### config.mk
export PLATFORM = sky130hd
export DESIGN_NAME = lsu_mem_controller_flat
export DESIGN_NICKNAME = d
export VERILOG_FILES = /design/src/rtl/lsu_mem_controller_if.sv /design/src/rtl/lsu_mem_controller.sv /design/src/flat_wrapper.sv
export SDC_FILE = /design/constraint.sdc
export NUM_CORES = 1
export LEC_CHECK = 0
export ABC_AREA = 1
export CORE_AREA = 2 2 120 122
export DETAILED_ROUTE_END_ITERATION = 8
export DIE_AREA = 0 0 122 124
export HOLD_SLACK_MARGIN = 0.1
export PLACE_DENSITY = 0.79
export SLEW_MARGIN = 20
export SYNTH_ARGS = -nofsm -noshare
export SYNTH_HDL_FRONTEND = slang
export SYNTH_SLANG_ARGS = --single-unit
### constraint.sdc
create_clock -name clk -period 2.2 [get_ports clk]
set_clock_uncertainty 0.2 [all_clocks]
set_input_delay 0.44 -clock clk [delete_from_list [all_inputs] [get_ports clk]]
set_output_delay 0.44 -clock clk [all_outputs]
set_load 0.005 [all_outputs]
### src/rtl/lsu_mem_controller_if.sv
// Data-memory port between the load/store sequencer (master) and a
// req/gnt/rvalid data memory (slave).
interface lsu_mem_controller_if;
  logic        mem_req;
  logic        mem_we;
  logic [3:0]  mem_be;
  logic [31:0] mem_addr;
  logic [31:0] mem_wdata;
  logic        mem_gnt;
  logic        mem_rvalid;
  logic [31:0] mem_rdata;

  modport master (
    output mem_req, mem_we, mem_be, mem_addr, mem_wdata,
    input  mem_gnt, mem_rvalid, mem_rdata
  );

  modport slave (
    input  mem_req, mem_we, mem_be, mem_addr, mem_wdata,
    output mem_gnt, mem_rvalid, mem_rdata
  );
endinterface

### src/rtl/lsu_mem_controller.sv
// Multi-cycle load/store sequencer: stalls the core while a word-aligned
// access runs on the data-memory port, then retires it with formatted load data.
module lsu_mem_controller #(
  parameter int TIMEOUT_CYCLES = 16,
  parameter int CNT_W          = $clog2(TIMEOUT_CYCLES) + 1
) (
  input  logic                 clk,
  input  logic                 rst,
  input  logic                 lsu_req_valid,
  input  logic [2:0]           lsu_func,
  input  logic [31:0]          lsu_addr,
  input  logic [31:0]          lsu_wdata,
  output logic                 lsu_stall,
  output logic                 lsu_done,
  output logic [31:0]          lsu_rdata,
  output logic                 lsu_misaligned,
  output logic                 lsu_bus_err,
  lsu_mem_controller_if.master mem
);

  localparam logic [2:0] F_LW  = 3'd0;
  localparam logic [2:0] F_LH  = 3'd1;
  localparam logic [2:0] F_LB  = 3'd2;
  localparam logic [2:0] F_LHU = 3'd3;
  localparam logic [2:0] F_LBU = 3'd4;
  localparam logic [2:0] F_SW  = 3'd5;
  localparam logic [2:0] F_SH  = 3'd6;
  localparam logic [2:0] F_SB  = 3'd7;

  typedef enum logic [1:0] {S_IDLE, S_REQ, S_WAIT, S_DONE} state_t;

  state_t           state;
  logic [CNT_W-1:0] cnt;
  logic [2:0]       func_q;
  logic [1:0]       addr_lo;
  logic             addr_bad;
  logic             expire;

  function automatic logic is_store(input logic [2:0] f);
    return (f == F_SW) || (f == F_SH) || (f == F_SB);
  endfunction

  function automatic logic misaligned_f(input logic [2:0] f, input logic [1:0] a);
    case (f)
      F_LW, F_SW:        return a != 2'b00;
      F_LH, F_LHU, F_SH: return a[0];
      default:           return 1'b0;
    endcase
  endfunction

  function automatic logic [3:0] be_f(input logic [2:0] f, input logic [1:0] a);
    case (f)
      F_LW, F_SW:        return 4'b1111;
      F_LH, F_LHU, F_SH: return a[1] ? 4'b1100 : 4'b0011;
      default:           return 4'b0001 << a;
    endcase
  endfunction

  function automatic logic [31:0] lanes_f(input logic [2:0] f, input logic [31:0] d);
    case (f)
      F_SW:    return d;
      F_SH:    return {2{d[15:0]}};
      F_SB:    return {4{d[7:0]}};
      default: return '0;
    endcase
  endfunction

  function automatic logic [31:0] load_fmt(input logic [2:0] f, input logic [1:0] a,
                                           input logic [31:0] d);
    logic [7:0]  b;
    logic [15:0] h;
    case (a)
      2'd0:    b = d[7:0];
      2'd1:    b = d[15:8];
      2'd2:    b = d[23:16];
      default: b = d[31:24];
    endcase
    h = a[1] ? d[31:16] : d[15:0];
    case (f)
      F_LB:    return {{24{b[7]}}, b};
      F_LBU:   return {24'b0, b};
      F_LH:    return {{16{h[15]}}, h};
      F_LHU:   return {16'b0, h};
      default: return d;
    endcase
  endfunction

  assign addr_bad       = misaligned_f(lsu_func, lsu_addr[1:0]);
  assign expire         = cnt >= CNT_W'(TIMEOUT_CYCLES - 2);
  assign lsu_misaligned = !rst && (state == S_IDLE) && lsu_req_valid && addr_bad;
  assign lsu_stall      = !rst && ((state == S_REQ) || (state == S_WAIT) ||
                                   ((state == S_IDLE) && lsu_req_valid && !addr_bad));

  // Bus outputs are loaded on entry to REQ and cleared when REQ is left.
  always_ff @(posedge clk) begin
    if (rst) begin
      state         <= S_IDLE;
      cnt           <= '0;
      func_q        <= '0;
      addr_lo       <= '0;
      lsu_done      <= 1'b0;
      lsu_bus_err   <= 1'b0;
      lsu_rdata     <= '0;
      mem.mem_req   <= 1'b0;
      mem.mem_we    <= 1'b0;
      mem.mem_be    <= '0;
      mem.mem_addr  <= '0;
      mem.mem_wdata <= '0;
    end else begin
      lsu_done    <= 1'b0;
      lsu_bus_err <= 1'b0;
      case (state)
        S_IDLE: begin
          lsu_rdata <= '0;
          if (lsu_req_valid && !addr_bad) begin
            state         <= S_REQ;
            cnt           <= '0;
            func_q        <= lsu_func;
            addr_lo       <= lsu_addr[1:0];
            mem.mem_req   <= 1'b1;
            mem.mem_we    <= is_store(lsu_func);
            mem.mem_be    <= be_f(lsu_func, lsu_addr[1:0]);
            mem.mem_addr  <= {lsu_addr[31:2], 2'b00};
            mem.mem_wdata <= lanes_f(lsu_func, lsu_wdata);
          end
        end
        S_REQ: begin
          cnt <= cnt + CNT_W'(1);
          if (mem.mem_gnt || expire) begin
            mem.mem_req   <= 1'b0;
            mem.mem_we    <= 1'b0;
            mem.mem_be    <= '0;
            mem.mem_addr  <= '0;
            mem.mem_wdata <= '0;
          end
          if (mem.mem_gnt) begin
            state    <= is_store(func_q) ? S_DONE : S_WAIT;
            lsu_done <= is_store(func_q);
          end else if (expire) begin
            state       <= S_DONE;
            lsu_done    <= 1'b1;
            lsu_bus_err <= 1'b1;
          end
        end
        S_WAIT: begin
          cnt <= cnt + CNT_W'(1);
          if (mem.mem_rvalid) begin
            state     <= S_DONE;
            lsu_done  <= 1'b1;
            lsu_rdata <= load_fmt(func_q, addr_lo, mem.mem_rdata);
          end else if (expire) begin
            state       <= S_DONE;
            lsu_done    <= 1'b1;
            lsu_bus_err <= 1'b1;
            lsu_rdata   <= '0;
          end
        end
        S_DONE: begin
          state     <= S_IDLE;
          lsu_rdata <= '0;
        end
      endcase
    end
  end

endmodule

### src/flat_wrapper.sv
// flat-port wrapper written by rule: the top's interface ports become plain ports
module lsu_mem_controller_flat 
#(
  parameter int TIMEOUT_CYCLES = 16,
  parameter int CNT_W          = $clog2(TIMEOUT_CYCLES) + 1
)
  (clk, rst, lsu_req_valid, lsu_func, lsu_addr, lsu_wdata, lsu_stall, lsu_done, lsu_rdata, lsu_misaligned, lsu_bus_err, mem_mem_req, mem_mem_we, mem_mem_be, mem_mem_addr, mem_mem_wdata, mem_mem_gnt, mem_mem_rvalid, mem_mem_rdata);
  lsu_mem_controller_if mem_i ();
  input  logic clk;
  input  logic rst;
  input  logic lsu_req_valid;
  input  logic [2:0] lsu_func;
  input  logic [31:0] lsu_addr;
  input  logic [31:0] lsu_wdata;
  output logic lsu_stall;
  output logic lsu_done;
  output logic [31:0] lsu_rdata;
  output logic lsu_misaligned;
  output logic lsu_bus_err;
  output wire logic [$bits(mem_i.mem_req)-1:0] mem_mem_req;
  output wire logic [$bits(mem_i.mem_we)-1:0] mem_mem_we;
  output wire logic [$bits(mem_i.mem_be)-1:0] mem_mem_be;
  output wire logic [$bits(mem_i.mem_addr)-1:0] mem_mem_addr;
  output wire logic [$bits(mem_i.mem_wdata)-1:0] mem_mem_wdata;
  input wire logic [$bits(mem_i.mem_gnt)-1:0] mem_mem_gnt;
  input wire logic [$bits(mem_i.mem_rvalid)-1:0] mem_mem_rvalid;
  input wire logic [$bits(mem_i.mem_rdata)-1:0] mem_mem_rdata;
  assign mem_mem_req = mem_i.mem_req;
  assign mem_mem_we = mem_i.mem_we;
  assign mem_mem_be = mem_i.mem_be;
  assign mem_mem_addr = mem_i.mem_addr;
  assign mem_mem_wdata = mem_i.mem_wdata;
  assign mem_i.mem_gnt = mem_mem_gnt;
  assign mem_i.mem_rvalid = mem_mem_rvalid;
  assign mem_i.mem_rdata = mem_mem_rdata;
  lsu_mem_controller #(.TIMEOUT_CYCLES(TIMEOUT_CYCLES), .CNT_W(CNT_W)) u_core (.clk(clk), .rst(rst), .lsu_req_valid(lsu_req_valid), .lsu_func(lsu_func), .lsu_addr(lsu_addr), .lsu_wdata(lsu_wdata), .lsu_stall(lsu_stall), .lsu_done(lsu_done), .lsu_rdata(lsu_rdata), .lsu_misaligned(lsu_misaligned), .lsu_bus_err(lsu_bus_err), .mem(mem_i));
endmodule
Word level (Yosys, flattened, before mapping)
Index checks and enable logic that the tools add are counted.
{ "totals": {"ff_bits": 116, "wordCells": 104} }
{ "classes": {"addsub": 1, "magnitude_cmp": 1, "eq_ne": 20, "shift": 1, "muxes": 38, "n_reduce_logical": 31} }
{ "ops": {"columns": ["op", "count"], "rows": [
  ["$pmux 32 s2", 3],
  ["$mux 32", 5],
  ["$pmux 32 s4", 1],
  ["$pmux 32 s3", 1],
  ["$pmux 8 s3", 1],
  ["$eq 3x3->1 const B", 7],
  ["$mux 16", 1],
  ["$pmux 4 s2", 2],
  ["$mux 4", 3],
  ["$pmux 1 s2", 5],
  ["$pmux 5 s2", 1],
  ["$eq 3x2->1 const B", 3],
  ["$mux 1", 9],
  ["$mux 2", 4],
  ["$pmux 2 s4", 1],
  ["$reduce_bool 2->1", 4],
  ["$logic_and 1x1->1", 7],
  ["$logic_or 1x1->1", 7],
  ["$eq 2x2->1 const B", 3],
  ["$eq 3x1->1 const B", 2],
  ["$reduce_and 2->1", 3],
  ["$reduce_or 2->1", 3],
  ["$add 5x1->5 const B", 1],
  ["$ge 5x4->1 const B", 1],
  ["other kinds (10)", 14]
]} }

Depth between registers and ports, before layout
{ "depth": {"word_depth": 7, "depth_mapped": 13, "mapped_depth_nobuf": 11} }

Worst setup path after synthesis
Ideal clock, no wire load.
{ "synth_path": {"path_type": "input to output", "from": "input lsu_func[2]", "to": "output lsu_stall", "t_arrival_ns": 1.255, "t_required_ns": 1.560, "setup_slack_ns": 0.305, "cell_stages": 8, "n_path_buf": 1, "cell_sequence": "buf_2 -> inv_1 -> nand2_1 -> nand2_1 -> nand2_2 -> nand2_1 -> or2_2 -> nand2_1"} }
{ "synth_via": {"elab_chain_len": 7, "word_cells_on_any_way": 12, "cone_classes": "eq/ne (4); mux (1); reduce/logical (7)"} }
{ "synth_lines": {"columns": ["item", "line_no", "rtl"], "rows": [
  ["start, declared", "flat_wrapper.sv:12", "input logic [2:0] lsu_func;"],
  ["$eq 3x1->1, or another cell as far along", "lsu_mem_controller.sv:44", "case (f)"],
  ["$reduce_or 3->1 or $reduce_or 2->1 (tied branches)", "lsu_mem_controller.sv:44", null],
  ["$pmux 1 s2 *", "lsu_mem_controller.sv:44", null],
  ["$logic_not 1->1 *", "lsu_mem_controller.sv:92", "((state == S_IDLE) && lsu_req_valid && !addr_bad));"],
  ["$logic_and 1x1->1 *", "lsu_mem_controller.sv:92", null],
  ["$logic_or 1x1->1 *", "lsu_mem_controller.sv:91", "assign lsu_stall = !rst && ((state == S_REQ) || (state == S_WAIT) ||"],
  ["$logic_and 1x1->1 *", "lsu_mem_controller.sv:91", null],
  ["end, declared", "flat_wrapper.sv:15", "output logic lsu_stall;"]
]} }
Every way passes the cells marked *; elsewhere a longest branch is shown, timed or not.

Final worst setup path
{ "layout_path": {"from": "register u_core.state[1]", "to": "output lsu_misaligned"} }
{ "layout_via": {"elab_chain_len": 4} }
{ "layout_lines": {"columns": ["item", "line_no", "rtl"], "rows": [
  ["start, declared", "lsu_mem_controller.sv:32", "state_t state;"],
  ["start signal, assigned", "lsu_mem_controller.sv:137", "state <= is_store(func_q) ? S_DONE : S_WAIT;"],
  ["$logic_not 2->1", "lsu_mem_controller.sv:90", "assign lsu_misaligned = !rst && (state == S_IDLE) && lsu_req_valid && addr_bad;"],
  ["$logic_and 1x1->1 (3 in a row)", "lsu_mem_controller.sv:90", null],
  ["end, declared", "flat_wrapper.sv:18", "output logic lsu_misaligned;"]
]} }
Every way passes these cells.

==> summary.txt <==
status: finished clean
first-pass GRT wire length: 30300 um
internal power: 5.04 mW
via count: 7102
commonest cells in the netlist: nand2_1 (240), a21oi_1 (126), dfxtp_1 (114), nand3_1 (88), nor2_1 (70)
number of core rows: 43
CTS Sinks: 114
Logic pwr share: 0.291
Syn Area/Cell: 6.61 um2
Worst IR Drop VDD: 544 uV
CP max-delay cell: dfxtp_2
P_sw: 2.27 mW
fin cells: 1349
crit-path cells: inv_2, ha_4, nand3_2, buf_4, a21oi_2, clkdlybuf4s15_2
Via-to-Cell Ratio: 5.26
die height: 124 um
CTS Hold Bufs: 0
Clk pwr share: 0.385
Synth Cell Area: 6230 um2
Fin. Hold Viols: 0
Simple-Gate Fraction of Synth Area: 0.333
TritonRoute pass-1 iters: 6
Final min period: 2.12 ns
peak fanout along the critical path: 2
nature of the critical path startpoint: flip-flop
largest family of logic cells by synthesized area: simple AND/OR/NAND/NOR gates
sequential element share of the synthesized area: 0.366
Post-synth ARST share: 0
pwr dens: 786 nW/um2
Sw Ratio: 0.311
Sequential Power Share: 0.324
H-tree depth: 4
worst hold path class: flip-flop to flip-flop
Die X: 122 um
top post-synthesis cells by area: dfxtp_1 (37%), nand2_1 (14%), a21oi_1 (10%), nand3_1 (7.1%), o21ai_0 (4.7%)
placed cell area: 8640 um2
CTS buffer count: 17
nature of the critical path endpoint: output port
global route overflow: 0
Iteration-0 DRC Markers: 596
Cells after Synth: 942
Fin Setup TNS: 0 ns
Final Util: 0.677
Inst Count DP: 1313
total die area: 15100 um2
Min Hold Slack: 0.255 ns
Netlist cell types: 34
# setup viols final: 0
top cell type's share of synthesized area: 0.366
Ports: 210
PortBufs: 207
Critical Setup Path Class: flip-flop to output port
core footprint: 13700 um2
pre-CTS setup slack: -0.631 ns
maximum number of pins on one net before global-route repair: 75
Tot Pwr: 7.31 mW
Area growth syn-to-layout: 49.2%
Crit path required time: 1.56 ns
CTS Root Buffer Type: clkbuf_16
Adder-Cell Fraction of Synth Area: 0.0141
Starting Density: 0.454
Worst Path Arrival: 1.48 ns
Final Max Tran Viols: 0
most frequent cell after synthesis: nand2_1
final design instance area without fill: 9290 um2
gr usage total: 0.252
EDFF count, synth: 0
vias in the first global route: 6184
relative slew slack: 0.440
DRT Wirelength: 19400 um
clk slew on worst S/H paths: 0.05 ns
post-synthesis xor/xnor area fraction: 0.00141
Max Clk Rate: 472 MHz
setup ws final: 0.0811 ns
leak pwr: 3.78 nW
critical path's top delay family: buffers and inverters
Worst Tran Pin Value: 0.840 ns
worst skew pair latency: 0.41 ns
post-route ant nets: 0
Syn. warnings: 0
clock buffer depth: 2
Top FF cell, synth: dfxtp_1
GPL Wtd Cong: 0.942
cell taking the most area after synthesis: dfxtp_1
RSZ-0062 raised after global routing: no
WL/cell: 14.4 um
number of nets in the layout: 1267
WP buf/inv: 3
post-detail-place hpwl: 13600 um
layout cells sized above 1: 0.121
max-cap violations: 0
antenna violations before repair: 0
count of state elements after synthesis: 114
Inserted Diodes: 0
Critical Path Max Stage Delay: 0.32 ns
TritonCTS clock tree: built
post-synthesis mux area share: 0
Final period util: 0.963
drt drc: 0
Synth Area in Compound Gates: 0.187
-- worst paths after layout --
path / start / to / slack [ns] / cells after the start
max: u_core.state[1] / lsu_misaligned / 0.08 / 6
min: u_core.mem.mem_wdata[28] / u_core.mem.mem_wdata[28] / 0.26 / 2
max reg2reg: u_core.state[1] / u_core.mem.mem_wdata[6] / 0.19 / 10
min reg2reg: u_core.mem.mem_wdata[28] / u_core.mem.mem_wdata[28] / 0.26 / 2
-- per-layer routing --
layer,vias to the layer above,global-route usage,share of wire
met5,-,0,0
met4,0,0.0920,0.015
met3,27,0.0536,0.095
met2,368,0.376,0.45
met1,3140,0.358,0.44
li1,3567,-,-
-- kinds of logic after synthesis --
kind of cell    count (synthesis)
fa+ha+maj                       7
buf+inv                       139
compound gates                215
other cells                     1
flops                         114
xor+xnor                        1
simple gates                  465
-- tightest hold or removal path: stages (launching register included) --
cell     delay, ns
dfxtp_1       0.30
nand2_1       0.06
a21oi_1       0.05
-- cells in the final DEF, fill, tap and decap left out, types with 3 or more instances in the layout --
cell               n
nand2_1          239
clkdlybuf4s50_1  198
a21oi_1          125
dfxtp_1          112
nand3_1           87
nor2_1            70
inv_1             60
o21ai_0           59
buf_4             51
nand4_1           42
clkbuf_16         17
o211ai_1          13
nand2_2           12
a21oi_2           11
inv_2              8
ha_1               6
buf_12             6
o21a_1             5
clkinv_4           5
nand3_2            4
bufinv_16          3
inv_6              3
clkbuf_2           3
-- timing repair --
item | CTS | global route
pin swaps | 2 | 1
resized for setup | 25 | 6
setup buffers | 3 | 1
setup endpoints to repair | 2 | 2
hold endpoints to repair | 0 | 0
-- cell type report --
type	count	area, um2
fillers	1162	4430
clock inverters	14	180
clock buffers	18	429
repair buffers	264	2550
well taps	180	225
inverters	69	259
multi-input cells	690	3360
flip-flops and latches	114	2280
-- power by group through the flow --
stage	Combinational (mW)	Clock, mW	Sequential [mW]
after floorplan	1.14	0	2.41
after global placement	2.07	0	2.40
after detailed placement	2.09	0	2.41
after CTS	2.12	2.86	2.37
after global routing	2.33	2.96	2.39
final	2.13	2.81	2.37
-- registers in the layout, indices dropped and copies added, names as in the netlist --
| register | count |
|---|---|
| u_core.lsu_done | 1 |
| u_core.lsu_bus_err | 1 |
| u_core.mem.mem_req | 1 |
| u_core.lsu_rdata | 32 |
| u_core.cnt | 5 |
| u_core.mem.mem_be | 4 |
| u_core.addr_lo | 2 |
| u_core.state | 2 |
| u_core.func_q | 3 |
| u_core.mem.mem_wdata | 32 |
| u_core.mem.mem_we | 1 |
| u_core.mem.mem_addr | 30 |
Note: power is estimated with default switching activity, not from simulation.
